--- src/rtl/bpi_arbiter_if.sv ---
// Interfaces between bpi_arbiter, its two requesters and the shared bpi_interface.
//   bpi_req_if   : one requester session (REQ/GNT) plus its flash command and status.
//                  master = requester side, slave = arbiter side.
//   bpi_flash_if : the single bpi_interface command port.
//                  master = arbiter side, slave = bpi_interface side.
//                  DATA_FROM is broadcast to both requesters outside the arbiter.

interface bpi_req_if;
    localparam int unsigned OP_W   = 2;
    localparam int unsigned ADDR_W = 23;
    localparam int unsigned DATA_W = 16;

    logic              REQ;
    logic              GNT;
    logic [OP_W-1:0]   OP;
    logic [ADDR_W-1:0] ADDR;
    logic [DATA_W-1:0] DATA_TO;
    logic              EXECUTE;
    logic              BUSY;
    logic              LOAD_DATA;
    logic              TMO;

    modport master (
        output REQ, OP, ADDR, DATA_TO, EXECUTE,
        input  GNT, BUSY, LOAD_DATA, TMO
    );

    modport slave (
        input  REQ, OP, ADDR, DATA_TO, EXECUTE,
        output GNT, BUSY, LOAD_DATA, TMO
    );
endinterface

interface bpi_flash_if;
    localparam int unsigned OP_W   = 2;
    localparam int unsigned ADDR_W = 23;
    localparam int unsigned DATA_W = 16;

    logic [OP_W-1:0]   OP;
    logic [ADDR_W-1:0] ADDR;
    logic [DATA_W-1:0] DATA_TO;
    logic              EXECUTE;
    logic              BUSY;
    logic              LOAD_DATA;
    logic [DATA_W-1:0] DATA_FROM;

    modport master (
        output OP, ADDR, DATA_TO, EXECUTE,
        input  BUSY, LOAD_DATA
    );

    modport slave (
        input  OP, ADDR, DATA_TO, EXECUTE,
        output BUSY, LOAD_DATA, DATA_FROM
    );
endinterface

--- src/rtl/bpi_arbiter.sv ---
// bpi_arbiter: shares one bpi_interface command port between requester A (JTAG
// BPI_ctrl) and requester B (fabric client). Per-session REQ/GNT, round-robin on
// ties, switching only while the flash is idle, idle-grant watchdog.
// Ports:
//   CLK, RST  : clock and synchronous active-high reset
//   a_if, b_if: requester sessions (slave side)
//   bpi       : shared bpi_interface command port (master side)
//   OWNER     : current state code (00 idle, 01 A, 10 B, 11 drain)

module bpi_arbiter #(
    parameter logic [15:0] TIMEOUT   = 16'd40000,
    parameter logic        FIRST_PRI = 1'b0
) (
    input  logic              CLK,
    input  logic              RST,
    bpi_req_if.slave          a_if,
    bpi_req_if.slave          b_if,
    bpi_flash_if.master       bpi,
    output logic [1:0]        OWNER
);

    localparam int unsigned ADDR_W = 23;
    localparam int unsigned DATA_W = 16;
    localparam int unsigned WDOG_W = 16;

    typedef enum logic [1:0] {
        IDLE  = 2'b00,
        GNT_A = 2'b01,
        GNT_B = 2'b10,
        DRAIN = 2'b11
    } state_e;

    state_e              state_q, state_d;
    logic [WDOG_W-1:0]   wdog_q, wdog_d;
    logic                rr_q, rr_d;
    logic                a_tmo_q, a_tmo_d;
    logic                b_tmo_q, b_tmo_d;
    logic [ADDR_W-1:0]   addr_q, addr_d;
    logic [DATA_W-1:0]   data_q, data_d;

    logic                gnt_a, gnt_b;
    logic                own_exec;
    logic                idle_cyc;
    logic                wdog_fire;

    assign gnt_a = (state_q == GNT_A);
    assign gnt_b = (state_q == GNT_B);

    // Watchdog sees only the owning requester's activity
    always_comb begin
        own_exec = 1'b0;
        if (gnt_a) begin
            own_exec = a_if.EXECUTE;
        end else if (gnt_b) begin
            own_exec = b_if.EXECUTE;
        end
    end

    assign idle_cyc  = !bpi.BUSY && !own_exec;
    assign wdog_fire = (TIMEOUT != 16'd0) && idle_cyc &&
                       (wdog_q == WDOG_W'(TIMEOUT - 16'd1));

    // Next-state, round-robin pointer, timeout flags and hold registers
    always_comb begin
        state_d = state_q;
        rr_d    = rr_q;
        addr_d  = addr_q;
        data_d  = data_q;
        // A sticky timeout flag clears once its REQ is seen low
        a_tmo_d = a_tmo_q && a_if.REQ;
        b_tmo_d = b_tmo_q && b_if.REQ;
        wdog_d  = wdog_q;

        unique case (state_q)
            IDLE: begin
                if (!bpi.BUSY) begin
                    if (a_if.REQ && b_if.REQ) begin
                        state_d = rr_q ? GNT_B : GNT_A;
                        rr_d    = !rr_q;
                    end else if (a_if.REQ) begin
                        state_d = GNT_A;
                    end else if (b_if.REQ) begin
                        state_d = GNT_B;
                    end
                end
            end
            GNT_A: begin
                addr_d = a_if.ADDR;
                data_d = a_if.DATA_TO;
                // A released session wins over a coincident timeout
                if (!a_if.REQ) begin
                    state_d = DRAIN;
                end else if (wdog_fire) begin
                    state_d = DRAIN;
                    a_tmo_d = 1'b1;
                end
            end
            GNT_B: begin
                addr_d = b_if.ADDR;
                data_d = b_if.DATA_TO;
                if (!b_if.REQ) begin
                    state_d = DRAIN;
                end else if (wdog_fire) begin
                    state_d = DRAIN;
                    b_tmo_d = 1'b1;
                end
            end
            DRAIN: begin
                if (!bpi.BUSY) begin
                    state_d = IDLE;
                end
            end
            default: state_d = IDLE;
        endcase

        // Counts granted idle cycles; saturates rather than wrapping
        if ((state_d != state_q) || !(gnt_a || gnt_b) || !idle_cyc) begin
            wdog_d = '0;
        end else if (wdog_q != 16'hFFFF) begin
            wdog_d = wdog_q + WDOG_W'(1);
        end
    end

    always_ff @(posedge CLK) begin
        if (RST) begin
            state_q <= IDLE;
            wdog_q  <= '0;
            rr_q    <= FIRST_PRI;
            a_tmo_q <= 1'b0;
            b_tmo_q <= 1'b0;
            addr_q  <= '0;
            data_q  <= '0;
        end else begin
            state_q <= state_d;
            wdog_q  <= wdog_d;
            rr_q    <= rr_d;
            a_tmo_q <= a_tmo_d;
            b_tmo_q <= b_tmo_d;
            addr_q  <= addr_d;
            data_q  <= data_d;
        end
    end

    // Zero-latency command mux; address/data hold their last values when unowned
    always_comb begin
        bpi.OP      = 2'b00;
        bpi.EXECUTE = 1'b0;
        bpi.ADDR    = addr_q;
        bpi.DATA_TO = data_q;
        if (gnt_a) begin
            bpi.OP      = a_if.OP;
            bpi.EXECUTE = a_if.EXECUTE;
            bpi.ADDR    = a_if.ADDR;
            bpi.DATA_TO = a_if.DATA_TO;
        end else if (gnt_b) begin
            bpi.OP      = b_if.OP;
            bpi.EXECUTE = b_if.EXECUTE;
            bpi.ADDR    = b_if.ADDR;
            bpi.DATA_TO = b_if.DATA_TO;
        end
    end

    // Status back to requesters; a non-owner always sees a busy flash
    assign a_if.GNT       = gnt_a;
    assign a_if.BUSY      = gnt_a ? bpi.BUSY : 1'b1;
    assign a_if.LOAD_DATA = gnt_a && bpi.LOAD_DATA;
    assign a_if.TMO       = a_tmo_q;

    assign b_if.GNT       = gnt_b;
    assign b_if.BUSY      = gnt_b ? bpi.BUSY : 1'b1;
    assign b_if.LOAD_DATA = gnt_b && bpi.LOAD_DATA;
    assign b_if.TMO       = b_tmo_q;

    assign OWNER = state_q;

endmodule

--- src/flat_wrapper.sv ---
// flat-port wrapper written by rule: the top's interface ports become plain ports
module bpi_arbiter_flat 
#(
    parameter logic [15:0] TIMEOUT   = 16'd40000,
    parameter logic        FIRST_PRI = 1'b0
)
  (CLK, RST, OWNER, a_if_REQ, a_if_OP, a_if_ADDR, a_if_DATA_TO, a_if_EXECUTE, a_if_GNT, a_if_BUSY, a_if_LOAD_DATA, a_if_TMO, b_if_REQ, b_if_OP, b_if_ADDR, b_if_DATA_TO, b_if_EXECUTE, b_if_GNT, b_if_BUSY, b_if_LOAD_DATA, b_if_TMO, bpi_OP, bpi_ADDR, bpi_DATA_TO, bpi_EXECUTE, bpi_BUSY, bpi_LOAD_DATA);
  bpi_req_if a_if_i ();
  bpi_req_if b_if_i ();
  bpi_flash_if bpi_i ();
  input  logic CLK;
  input  logic RST;
  output logic [1:0] OWNER;
  input wire logic [$bits(a_if_i.REQ)-1:0] a_if_REQ;
  input wire logic [$bits(a_if_i.OP)-1:0] a_if_OP;
  input wire logic [$bits(a_if_i.ADDR)-1:0] a_if_ADDR;
  input wire logic [$bits(a_if_i.DATA_TO)-1:0] a_if_DATA_TO;
  input wire logic [$bits(a_if_i.EXECUTE)-1:0] a_if_EXECUTE;
  output wire logic [$bits(a_if_i.GNT)-1:0] a_if_GNT;
  output wire logic [$bits(a_if_i.BUSY)-1:0] a_if_BUSY;
  output wire logic [$bits(a_if_i.LOAD_DATA)-1:0] a_if_LOAD_DATA;
  output wire logic [$bits(a_if_i.TMO)-1:0] a_if_TMO;
  input wire logic [$bits(b_if_i.REQ)-1:0] b_if_REQ;
  input wire logic [$bits(b_if_i.OP)-1:0] b_if_OP;
  input wire logic [$bits(b_if_i.ADDR)-1:0] b_if_ADDR;
  input wire logic [$bits(b_if_i.DATA_TO)-1:0] b_if_DATA_TO;
  input wire logic [$bits(b_if_i.EXECUTE)-1:0] b_if_EXECUTE;
  output wire logic [$bits(b_if_i.GNT)-1:0] b_if_GNT;
  output wire logic [$bits(b_if_i.BUSY)-1:0] b_if_BUSY;
  output wire logic [$bits(b_if_i.LOAD_DATA)-1:0] b_if_LOAD_DATA;
  output wire logic [$bits(b_if_i.TMO)-1:0] b_if_TMO;
  output wire logic [$bits(bpi_i.OP)-1:0] bpi_OP;
  output wire logic [$bits(bpi_i.ADDR)-1:0] bpi_ADDR;
  output wire logic [$bits(bpi_i.DATA_TO)-1:0] bpi_DATA_TO;
  output wire logic [$bits(bpi_i.EXECUTE)-1:0] bpi_EXECUTE;
  input wire logic [$bits(bpi_i.BUSY)-1:0] bpi_BUSY;
  input wire logic [$bits(bpi_i.LOAD_DATA)-1:0] bpi_LOAD_DATA;
  assign a_if_i.REQ = a_if_REQ;
  assign a_if_i.OP = a_if_OP;
  assign a_if_i.ADDR = a_if_ADDR;
  assign a_if_i.DATA_TO = a_if_DATA_TO;
  assign a_if_i.EXECUTE = a_if_EXECUTE;
  assign a_if_GNT = a_if_i.GNT;
  assign a_if_BUSY = a_if_i.BUSY;
  assign a_if_LOAD_DATA = a_if_i.LOAD_DATA;
  assign a_if_TMO = a_if_i.TMO;
  assign b_if_i.REQ = b_if_REQ;
  assign b_if_i.OP = b_if_OP;
  assign b_if_i.ADDR = b_if_ADDR;
  assign b_if_i.DATA_TO = b_if_DATA_TO;
  assign b_if_i.EXECUTE = b_if_EXECUTE;
  assign b_if_GNT = b_if_i.GNT;
  assign b_if_BUSY = b_if_i.BUSY;
  assign b_if_LOAD_DATA = b_if_i.LOAD_DATA;
  assign b_if_TMO = b_if_i.TMO;
  assign bpi_OP = bpi_i.OP;
  assign bpi_ADDR = bpi_i.ADDR;
  assign bpi_DATA_TO = bpi_i.DATA_TO;
  assign bpi_EXECUTE = bpi_i.EXECUTE;
  assign bpi_i.BUSY = bpi_BUSY;
  assign bpi_i.LOAD_DATA = bpi_LOAD_DATA;
  bpi_arbiter #(.TIMEOUT(TIMEOUT), .FIRST_PRI(FIRST_PRI)) u_core (.CLK(CLK), .RST(RST), .a_if(a_if_i), .b_if(b_if_i), .bpi(bpi_i), .OWNER(OWNER));
endmodule
--- config.mk ---
export PLATFORM = sky130hd
export DESIGN_NAME = bpi_arbiter_flat
export DESIGN_NICKNAME = d
export VERILOG_FILES = /design/src/rtl/bpi_arbiter_if.sv /design/src/rtl/bpi_arbiter.sv /design/src/flat_wrapper.sv
export SDC_FILE = /design/constraint.sdc
export NUM_CORES = 1
export LEC_CHECK = 0
export ABC_CLOCK_PERIOD_IN_PS = 5920
export CORE_AREA = 2 2 100 102
export DETAILED_ROUTE_END_ITERATION = 7
export DIE_AREA = 0 0 102 104
export PLACE_DENSITY = 0.78
export SYNTH_ARGS = -nofsm -noshare
export SYNTH_HDL_FRONTEND = slang
export SYNTH_SLANG_ARGS = --single-unit
--- constraint.sdc ---
create_clock -name CLK -period 5.92 [get_ports CLK]
set_input_delay 0.888 -clock CLK [delete_from_list [all_inputs] [get_ports CLK]]
set_output_delay 0.888 -clock CLK [all_outputs]
set_load 0.05 [all_outputs]
Yosys cells after proc, flatten, opt, wreduce, memory -nomap -nowiden
Cells that the tools add are included.
{"block": "totals", "reg_bits": 60, "input_bits": 90, "output_inout_bits": 52}
{"block": "op_classes", "addsub": 1, "eq_ne": 6, "n_mux": 28, "bitwise": 1, "n_reduce_logical": 19}
{"operator": "2-to-1 mux 23 bit", "n": 2}
{"operator": "case mux 23 bit (2 select lines)", "n": 1}
{"operator": "2-to-1 mux 16 bit", "n": 2}
{"operator": "case mux 16 bit (2 select lines)", "n": 1}
{"operator": "2-to-1 mux 2 bit", "n": 11}
{"operator": "adder 16 x 1 -> 16 bit, second input constant", "n": 1}
{"operator": "== test 16 bit, second input constant", "n": 1}
{"operator": "inequality test 16 bit, second input constant", "n": 1}
{"operator": "2-to-1 mux 1 bit", "n": 10}
{"operator": "case mux 2 bit (4 select lines)", "n": 1}
{"operator": "logical AND 1 bit", "n": 7}
{"operator": "zero test 1 bit", "n": 5}
{"operator": "== test 2 bit, second input constant", "n": 2}
{"operator": "logical OR 1 bit", "n": 3}
{"operator": "AND reduction 3 bit", "n": 1}
{"operator": "== test 2 x 1 -> 1 bit, second input constant", "n": 1}
{"operator": "zero test 2 bit", "n": 1}
{"operator": "inequality test 2 bit", "n": 1}
{"operator": "nonzero test 2 bit", "n": 1}
{"operator": "OR reduction 2 bit", "n": 1}
{"operator": "NOT 1 bit", "n": 1}

Longest topological paths before layout
Gate-level depths: netlist of run 1.
{"block": "depth", "word_depth": 13, "mapped_depth": 9}

Least setup slack after synthesis of run 1
No wires, ideal clock.
{"block": "synth_timing", "kind": "register to output", "from": "reg u_core.state_q[1] (netlist: u_core.OWNER[1])", "to": "out bpi_DATA_TO[10]", "arrival_ps": 3377, "t_required_ps": 5032, "setup_slack_ps": 1655, "path_stages_with_launch": 6, "path_buffers": 2, "path_cell_list": "dfxtp_1 -> ha_1 -> clkbuf_1 -> buf_1 -> mux2i_1 -> o21ai_0"}
{"block": "synth_via", "elab_chain_len": 3}
{"element": "start, declared", "line_no": "bpi_arbiter.sv:33", "source": "state_e state_q, state_d;"}
{"element": "start signal, assigned", "line_no": "bpi_arbiter.sv:134", "source": "state_q <= state_d;"}
{"element": "== test 2 bit", "line_no": "bpi_arbiter.sv:47", "source": "assign gnt_b = (state_q == GNT_B);"}
{"element": "net b_if_GNT", "line_no": "flat_wrapper.sv:28", "source": "output wire logic [$bits(b_if_i.GNT)-1:0] b_if_GNT;"}
{"element": "2-to-1 mux 16 bit", "line_no": "bpi_arbiter.sv:155", "source": "end else if (gnt_b) begin"}
{"element": "2-to-1 mux 16 bit", "line_no": "bpi_arbiter.sv:150", "source": "if (gnt_a) begin"}
{"element": "end, declared", "line_no": "flat_wrapper.sv:34", "source": "output wire logic [$bits(bpi_i.DATA_TO)-1:0] bpi_DATA_TO;"}
The timed path passes the listed nets, and every way through them passes these cells.

Final worst setup path of run 1
{"block": "layout_timing", "from": "reg u_core.state_q[0] (netlist: u_core.OWNER[0])", "to": "out bpi_DATA_TO[12]"}
{"block": "layout_via", "elab_chain_len": 3}
{"element": "== test 2 bit", "line_no": "bpi_arbiter.sv:47"}
{"element": "2-to-1 mux 16 bit", "line_no": "bpi_arbiter.sv:155"}
{"element": "2-to-1 mux 16 bit (*)", "line_no": "bpi_arbiter.sv:150"}
Every way passes the cells marked *; elsewhere a longest branch is shown, timed or not.

==> results of run 1 <==
how the worst min path moves through the flow:
stage,start,slack [ns],end,depth (start not counted)
final,u_core.data_q[14],0.49,u_core.data_q[14],2
after global routing,u_core.data_q[0],0.51,u_core.data_q[0],2
after CTS,u_core.data_q[4],0.49,u_core.data_q[4],2
after detailed placement,u_core.data_q[4],0.48,u_core.data_q[4],2
after global placement,u_core.data_q[15],0.47,u_core.data_q[15],2
after floorplan,u_core.addr_q[10],0.46,u_core.addr_q[10],2
flip-flops by register name (all words and copies together) (netlist names):
| register | count |
|---|---|
| u_core.OWNER | 2 |
| u_core.a_if.TMO | 1 |
| u_core.addr_q | 23 |
| u_core.b_if.TMO | 1 |
| u_core.data_q | 16 |
| u_core.rr_q | 1 |
| u_core.wdog_q | 16 |
power by group through the flow:
stage / sequential, µW / combinational, µW / clock [µW]
6_report: 577 / 2400 / 410
5_1_grt: 588 / 2570 / 436
4_1_cts: 575 / 2410 / 419
3_5_place_dp: 582 / 2400 / 0
3_3_place_gp: 579 / 2370 / 0
2_1_floorplan: 584 / 1760 / 0
cell type report:
| cell class | instances | area (µm²) |
|---|---|---|
| clock buffers | 11 | 141 |
| clock inverters | 5 | 75.1 |
| fillers | 867 | 3970 |
| inverters | 6 | 22.5 |
| multi-input cells | 364 | 2550 |
| flip-flops and latches | 60 | 1200 |
| well taps | 133 | 166 |
| repair buffers | 144 | 1430 |
cells in the mapped netlist, types with 2 or more instances:
master    count  area (µm²)
or4_1         2        15.0
nor2b_1       5        31.3
nand4_1       2        12.5
dfxtp_1      60        1200
nor2_1       47         176
o21ai_0      44         220
and2_1        3        18.8
nand2b_1      6        37.5
a22o_1        2        17.5
nor4_1       15        93.8
a211oi_1     39         293
nand2_1      48         180
inv_1         6        22.5
nand3_1       9        45.0
ha_1          7        87.6
buf_6         2        22.5
a31oi_1       2        12.5
clkbuf_1     22        82.6
or3_1         2        12.5
buf_1         5        18.8
and4b_1       2        20.0
nor3b_1       2        15.0
or2_2         2        12.5
xor2_1        9        78.8
a21oi_1       3        15.0
mux2i_1      81         811
nor3_1        4        20.0
xnor2_1       3        26.3
buf_2         8        40.0
and3_1        3        18.8
metal layers:
metal  vias to the layer above  GRT usage  part of all wire
li1                       1949          -                 -
met1                      1760      0.265              0.45
met2                        99      0.323              0.47
met3                        10     0.0625             0.065
met4                         0     0.0533             0.011
met5                         -          0                 0
kinds of logic (layout without fill, tap and decap cells):
| family | after synthesis | count (layout) | synth area share |
|---|---|---|---|
| AO/OA/AOI/OAI | 103 | 103 | 0.178 |
| XOR/XNOR | 12 | 12 | 0.0268 |
| adder cells (fa/ha/maj) | 7 | 7 | 0.0223 |
| buffers and inverters | 43 | 166 | 0.0476 |
| flip-flops | 60 | 60 | 0.307 |
| multiplexers | 82 | 82 | 0.210 |
| AND/OR/NAND/NOR | 160 | 160 | 0.209 |
tightest hold or removal path: cells and delay by family (launching register included):
kind               cells  cell delay [ns]
AOI/OAI and AO/OA      1             0.05
DFF                    1             0.31
and+or+nand+nor        1             0.08
stage by stage:
| step | instance area [µm²] | setup WS, ns | utilization |
|---|---|---|---|
| global route | 5580 | 1.18 | 0.585 |
| detailed placement | 5370 | 1.80 | 0.562 |
| floorplan | 3920 | 1.65 | - |
| CTS | 5580 | 1.42 | 0.585 |
| finish | 5580 | 1.41 | 0.585 |
| global placement | 5370 | 1.95 | 0.562 |
==> summary.md, run 1 <==
| Metric | Value |
|---|---|
| Global-route wire length before repair | between 15 and 20 mm |
| Most common cell after layout, fill and taps aside | clkdlybuf4s50_1 |
| RR Startpoint | u_core.OWNER[0] |
| Combinational share of power | 0.708 |
| Outcome | completed |
| Ys async rst share | 0 |
| Synthesized netlist net count | about 560 |
| Final clock skew | 0.0111 ns |
| Placed Cells incl. Taps | 707 |
| Root Buffer | clkbuf_8 |
| Setup TNS | 0 ns |
| Std-Cell Rows | 36 |
| CTS Hold Bufs | 0 |
| Final hold slack | 0.487 ns |
| Slew Limit Headroom | 0.342 |
| Synth cell types | 52 |
| Sequential-to-total area share from yosys stat | 0.307 |
| P_sw | 1790 µW |
| Tot Pwr | 3380 µW |
| Reg2reg end | u_core.wdog_q[13] |
| Worst Setup End Kind | primary output |
| Die span in y | 104 µm |
| Finish-stage setup viols | 0 |
| FF-to-FF setup slack | approximately 2.4 ns |
| Buf/Inv on CP | 3 |
| Grt total ovfl | 0 |
| Worst Hold Class | register to register |
| ANT cells | 0 |
| Slew @ Worst Pin | 0.987 ns |
| Static leakage | 0.00188 µW |
| Gr usage total | 0.203 |
| Die width | 102 µm |
| Largest net degree at the start of global routing | 79 |
| CP max-delay cell | clkdlybuf4s50_1 |
| Iteration-0 DRC Markers | 167 |
| Worst Path Arrival | 3.63 ns |
| Most used flip-flop cell after synthesis | dfxtp_1 |
| Vias in the first global route | 3734 |
| Number of remaining DRC errors | 0 |
| Period utilization | 0.762 |
| Worst EP required | 5.03 ns |
| CP startpoint | u_core.OWNER[0] |
| Seq cells post-synth | 60 |
| Core area | 9550 µm² |
| Antenna-violating nets left | 0 |
| Post-route minimum period | 4.51 ns |
| # resized after CTS | 0 |
| Max-slew violation count | 0 |
| # clock sinks | 60 |
| Final nets | roughly 680 |
| Maximum fanout along the worst path | between 50 and 60 |
| Setup crit start kind | register |
| Syn_area_per_cell | 8.39 µm² |
| Max Cap Viol | 0 |
| Top Ports | 142 |
| Die area | 10600 µm² |
| Final HPWL DP | between 7 and 8 mm |
| RSZ-0062 raised after global routing | false |
| Post-synth EDFFs | 0 |
| Top delay family on crit path | buffers and inverters |
| Via density | around 5.3 |
| Reg2reg path depth | 8 |
| PortBufs | 141 |
| Gate Count Post-Synth | 467 |
| Final-report hold violation count | 0 |
| Post-CTS Setup Repair Bufs | 0 |
| CTS tree | done |
| RePlAce Congestion | 0.836 |
| Max Clk Rate | 0.222 GHz |
| Setup CP Type | register to primary output |
| Number of buffers created by CTS | 9 |
| Power Dens Cells | roughly 610 nW/µm² |
| H-Tree Depth | 3 |
| Switching Share | 0.530 |
| Initial antenna violation count | 0 |
| Crit path largest cell delay | 0.84 ns |
| CTS Buffer Depth | 2 |
| Vias post-DR | 3818 |
| WL/cell | ~15 µm |
| Yosys warns | 0 |
| P&R area growth vs syn | 42.5% |
| Post-Layout Cell Count | 723 |
| Commonest cells after routing, fill and taps aside | clkdlybuf4s50_1, mux2i_1, dfxtp_1, nand2_1, nor2_1 |
| Starting Density | 0.410 |
| Flop pwr share | 0.171 |
| Internal power | 1590 µW |
| Share of cells above drive strength 1 | 0.0576 |
| Max VDD drop | 0.000429 V |
| Clock network fraction of design power | 0.121 |
| First drt pass iteration count | 4 |
| CP cell instances | inv_1, ha_4, buf_4, mux2i_1, o21ai_0, clkdlybuf4s50_1 |
| Crit path to | bpi_DATA_TO[12] |
| Routed Wire Length | around 11 mm |
| Clock latency at the later pin of the worst-skew pair | 0.34 ns |
| CTS clk-pin slew, worst paths | 0.07 ns |
| Mapped Area | 3920 µm² |
| CP Depth | 6 |
Power figures use the tool's default switching activity.
==> run 2: changes to the inputs <==
--- a/config.mk
+++ b/config.mk
@@ -5,7 +5,7 @@
 export SDC_FILE = /design/constraint.sdc
 export NUM_CORES = 1
 export LEC_CHECK = 0
-export ABC_CLOCK_PERIOD_IN_PS = 5920
+export ABC_CLOCK_PERIOD_IN_PS = 4710
 export CORE_AREA = 2 2 100 102
 export DETAILED_ROUTE_END_ITERATION = 7
 export DIE_AREA = 0 0 102 104
==> constraint.sdc (replaced) <==
create_clock -name CLK -period 4.71 [get_ports CLK]
set_input_delay 0.7065 -clock CLK [delete_from_list [all_inputs] [get_ports CLK]]
set_output_delay 0.7065 -clock CLK [all_outputs]
set_load 0.05 [all_outputs]
==> run 2 against run 1 <==
Clock skew down 0.0038 ns; die area unchanged; largest power group unchanged; sequential share of layout area about the same.
==> summary.md, run 2 (synthesis gave the netlist of run 1 again) <==
| Metric | Value |
|---|---|
| Worst Setup End Kind | primary output |
| Most common cell after layout, fill and taps aside | clkdlybuf4s50_1 |
| Antenna-violating nets left | 0 |
| Vias in the first global route | around 3800 |
| Combinational share of power | 0.722 |
| Final nets | between 600 and 700 |
| Flop pwr share | 0.172 |
| Max VDD drop | 0.000512 V |
| PortBufs | around 140 |
| Iteration-0 DRC Markers | between 100 and 150 |
| Hold path startpoint | u_core.addr_q[22] |
| CTS clk-pin slew, worst paths | ~0.06 ns |
| ANT cells | 0 |
| Placed Cells incl. Taps | a little over 700 |
| CTS tree | done |
| Slew @ Worst Pin | 0.879 ns |
| CTS Hold Bufs | 0 |
| Finish-stage setup viols | 0 |
| Die span in y | 104 µm |
| Global-route wire length before repair | 17.7 mm |
| Largest registers | u_core.addr_q (23), u_core.data_q (16), u_core.wdog_q (16) |
| Period utilization | 0.848 |
| Final-report hold violation count | 0 |
| Die width | 102 µm |
| Starting Density | 0.410 |
| Outcome | completed |
| H-Tree Depth | 3 |
| # resized after CTS | 0 |
| Max-slew violation count | 0 |
| Final WS setup | 0.718 ns |
| Std-Cell Rows | 36 |
| Clock network fraction of design power | 0.106 |
| Register name with the most flops | u_core.addr_q |
| Switching Share | 0.537 |
| Clock latency at the later pin of the worst-skew pair | 0.34 ns |
| Commonest cells after routing, fill and taps aside | clkdlybuf4s50_1, mux2i_1, dfxtp_1, nand2_1, nor2_1 |
| Root Buffer | clkbuf_8 |
| # clock sinks | 60 |
| Final clock skew | around 0.0073 ns |
| Number of buffers created by CTS | 9 |
| Max FFs per register | 23 |
| Worst Hold Class | register to register |
| Worst Path Arrival | approximately 3.3 ns |
| Power Dens Cells | roughly 750 nW/µm² |
| Post-CTS Setup Repair Bufs | 0 |
| Share of cells above drive strength 1 | 0.0624 |
| RePlAce Congestion | 0.887 |
| Core area | 9550 µm² |
| Largest net degree at the start of global routing | 53 |
| Vias post-DR | 3907 |
| Static leakage | 0.00188 µW |
| CTS Buffer Depth | 2 |
| Final HPWL DP | 7.65 mm |
| P&R area growth vs syn | 42.5% |
| CP startpoint | u_core.OWNER[0] |
| RSZ-0062 raised after global routing | false |
| Number of remaining DRC errors | 0 |
| RR Startpoint | u_core.OWNER[0] |
| Worst EP required | 4.00 ns |
| Setup TNS | 0 ns |
| Post-Layout Cell Count | 726 |
| Final instance area | about 5600 µm² |
| Setup crit start kind | register |
| Placed Area | 5400 µm² |
| P_sw | approximately 2300 µW |
| First drt pass iteration count | 5 |
| Internal power | 1950 µW |
| Max Clk Rate | 0.250 GHz |
| Slew Limit Headroom | 0.414 |
| Post-route minimum period | 3.99 ns |
| Via density | 5.38 |
| Initial antenna violation count | 0 |
| Top Ports | 142 |
| Maximum fanout along the worst path | 52 |
| Gr usage total | 0.205 |
| Max Cap Viol | 0 |
| # fillers | 870 |
| Die area | ~11000 µm² |
| WL/cell | approximately 15 µm |
| Grt total ovfl | 0 |
| Setup CP Type | register to primary output |
| Routed Wire Length | 10.6 mm |
| Pre-CTS WS | 1.08 ns |
## run 2: changes by cell type in the layout (fill, tap and decap cells not counted), sizes merged
| cell | previous run | this run |
|---|---|---|
| clkinv | 3 | 5 |
| buf | 4 | 7 |
| clkbuf | 11 | 10 |
| bufinv | 2 | 1 |
## run 2: cell type report
class                   instances  area [µm²]  share of cell area
multi-input cells             364        2550               0.456
repair buffers                147        1460               0.262
flip-flops and latches         60        1200               0.215
well taps                     133         166              0.0298
clock buffers                  10         128              0.0228
clock inverters                 6        55.1             0.00986
inverters                       6        22.5             0.00403
## run 2: power by group through the flow
stage	Combinational, µW	Clock, µW	Sequential, µW
floorplan	2210	0	735
global placement	2990	0	729
detailed placement	3040	0	730
CTS	3050	453	723
global route	3260	482	741
finish	3040	445	725
## run 2: final timing paths
kind | end | slack, ns | depth (start not counted)
setup / recovery | bpi_DATA_TO[1] | 0.72 | 6
hold / removal | u_core.addr_q[22] | 0.48 | 2
setup reg to reg | u_core.wdog_q[13] | 1.45 | 8
hold reg to reg | u_core.addr_q[22] | 0.48 | 2
## run 2: metrics by stage
stage / power (µW) / utilization / hold WS (ns)
6_report: 4210 / 0.585 / 0.482
5_1_grt: 4480 / 0.585 / 0.509
3_5_place_dp: 3770 / 0.566 / 0.478
4_1_cts: 4230 / 0.585 / 0.486
3_3_place_gp: 3720 / 0.566 / 0.472
2_1_floorplan: 2950 / - / 0.462
## run 2: layer usage
metal / GRT usage / vias to the layer above / share of wire
met4: 0.0695 / 0 / 0.012
met2: 0.344 / 111 / 0.48
li1: - / 1960 / -
met5: 0 / - / 0
met3: 0.0578 / 12 / 0.072
met1: 0.249 / 1824 / 0.43
## run 2: critical path: stages (launching register included)
cell	delay, ns
dfxtp_1	0.40
inv_1	0.24
ha_4	0.76
buf_12	0.34
mux2i_1	0.10
o21ai_0	0.20
clkdlybuf4s50_1	0.87
==> run 3: changes to the inputs <==
--- a/config.mk
+++ b/config.mk
@@ -5,11 +5,11 @@
 export SDC_FILE = /design/constraint.sdc
 export NUM_CORES = 1
 export LEC_CHECK = 0
-export ABC_CLOCK_PERIOD_IN_PS = 4710
-export CORE_AREA = 2 2 100 102
+export ABC_CLOCK_PERIOD_IN_PS = 3370
+export CORE_AREA = 2 2 101 103
 export DETAILED_ROUTE_END_ITERATION = 7
-export DIE_AREA = 0 0 102 104
-export PLACE_DENSITY = 0.78
+export DIE_AREA = 0 0 103 105
+export PLACE_DENSITY = 0.79
 export SYNTH_ARGS = -nofsm -noshare
 export SYNTH_HDL_FRONTEND = slang
 export SYNTH_SLANG_ARGS = --single-unit
==> constraint.sdc (replaced) <==
create_clock -name CLK -period 3.37 [get_ports CLK]
set_input_delay 0.5055 -clock CLK [delete_from_list [all_inputs] [get_ports CLK]]
set_output_delay 0.5055 -clock CLK [all_outputs]
set_load 0.05 [all_outputs]
==> run 3 against run 2 <==
Core utilization shrank 0.82 points; non-clock buffer count is the same; global-route usage shrank 0.90 points; total power grew 40%; setup slack lost 0.51 ns; sequential share of layout area grew 0.10 points; largest power group unchanged; via count shrank 0.18%; highest routed layer unchanged; critical path depth shrank 1; cell area shrank 0.47%; worst hold slack gained 0.0019 ns; sequential power grew 41%; critical endpoint is now bpi_ADDR[3].
==> summary.md, run 3 (synthesis gave the netlist of run 1 again) <==
| Metric | Value |
|---|---|
| Vias in the first global route | ~3700 |
| Initial antenna violation count | 0 |
| Power Dens Cells | 1060 nW/µm² |
| Worst Setup End Kind | primary output |
| Routed Wire Length | 10.7 mm |
| Placed Area | roughly 5300 µm² |
| CTS tree | done |
| Root Buffer | clkbuf_8 |
| Final WS setup | 0.203 ns |
| Most common cell after layout, fill and taps aside | clkdlybuf4s50_1 |
| RSZ-0062 raised after global routing | false |
| Worst Hold Class | register to register |
| Finish-stage setup viols | 0 |
| Die span in y | 105 µm |
| Via density | between 5 and 6 |
| Die width | 103 µm |
| Gr usage total | 0.196 |
| Post-route minimum period | 3.17 ns |
| Share of cells above drive strength 1 | 0.122 |
| Iteration-0 DRC Markers | ~130 |
| Final-report hold violation count | 0 |
| Pre-CTS WS | 0.402 ns |
| CTS Buffer Depth | 2 |
| Die area | 10800 µm² |
| Number of buffers created by CTS | 9 |
| Period utilization | 0.940 |
| Antenna-violating nets left | 0 |
| WL/cell | 14.8 µm |
| Worst EP required | 2.86 ns |
| Setup crit start kind | register |
| Tot Pwr | 5890 µW |
| # fillers | 895 |
| RePlAce Congestion | ~0.84 |
| CTS clk-pin slew, worst paths | 0.06 ns |
| Final hold slack | 0.484 ns |
| PortBufs | around 140 |
| Slew Limit Headroom | 0.416 |
| P&R area growth vs syn | 41.9% |
| Grt total ovfl | 0 |
| Number of remaining DRC errors | 0 |
| CTS Hold Bufs | 0 |
| ANT cells | 0 |
| Vias post-DR | 3900 |
| Largest net degree at the start of global routing | 79 |
| Setup CP Type | register to primary output |
| Outcome | completed |
| Final instance area | 5560 µm² |
| Slew @ Worst Pin | 0.877 ns |
| Top Ports | 142 |
| # clock sinks | 60 |
| Starting Density | 0.407 |
| Max FFs per register | 23 |
| Std-Cell Rows | 36 |
| Worst Path Arrival | 2.66 ns |
| Max-slew violation count | 0 |
| H-Tree Depth | 3 |
| First drt pass iteration count | 4 |
| Final HPWL DP | 7.70 mm |
| Clock latency at the later pin of the worst-skew pair | 0.33 ns |
| Final clock skew | 0.00896 ns |
| Commonest cells after routing, fill and taps aside | clkdlybuf4s50_1, mux2i_1, dfxtp_1, nand2_1, nor2_1 |
| Global-route wire length before repair | 17.2 mm |
| Max Clk Rate | 0.316 GHz |
| Largest registers | u_core.addr_q (23), u_core.data_q (16), u_core.wdog_q (16) |
| Final nets | ~690 |
| Core area | about 9600 µm² |
| Max Cap Viol | 0 |
| Maximum fanout along the worst path | 18 |
| Max VDD drop | 0.000649 V |
| Static leakage | 0.00195 µW |
| Register name with the most flops | u_core.addr_q |
## run 3: power breakdown
part	internal [µW]	total [µW]	switching [µW]
logic	1460	4270	2810
clock network	343	607	264
registers	893	1020	124
## run 3: repair_timing
action | 4_1_cts | 5_1_grt
buffers inserted | 0 | 1
gates resized for setup | 0 | 1
endpoints found under the setup margin | 0 | 23
## run 3: layout make-up
cell class	count	area [µm²]	area share
clock buffer	14	183	0.0329
clock inverter	1	5.00	0.000900
inverter	6	22.5	0.00405
multi-input combinational	364	2580	0.464
sequential	60	1200	0.216
tap	133	166	0.0299
timing repair buffer	147	1400	0.252
## run 3: worst paths after layout
check	slack [ns]	cells after the start	endpoint	from
setup reg to reg	0.67	7	u_core.wdog_q[13]	u_core.OWNER[0]
hold reg to reg	0.48	2	u_core.data_q[4]	u_core.data_q[4]
hold / removal	0.48	2	u_core.data_q[4]	u_core.data_q[4]
setup / recovery	0.20	5	bpi_ADDR[3]	u_core.OWNER[0]
## run 3: metal layers
layer | global-route usage | up-vias | routed length (µm)
met5 | 0 | - | 0
met4 | 0.0752 | 0 | 205
met3 | 0.0482 | 14 | 600
met2 | 0.326 | 126 | 5190
met1 | 0.240 | 1796 | 4740
li1 | - | 1964 | -
## run 3: critical path: stages (launching register included)
cell and delay [ns]:
dfxtp_1 0.56, inv_1 0.24, ha_4 0.33, mux2i_1 0.16, o21ai_1 0.19, clkdlybuf4s50_1 0.84
## run 3: stage by stage
| step | util | instances | setup TNS [ns] |
|---|---|---|---|
| 2_1_floorplan | - | 467 | -0.140 |
| 3_3_place_gp | 0.554 | 709 | 0 |
| 3_5_place_dp | 0.554 | 709 | 0 |
| 4_1_cts | 0.573 | 724 | 0 |
| 5_1_grt | 0.577 | 725 | 0 |
| 6_report | 0.577 | 725 | 0 |
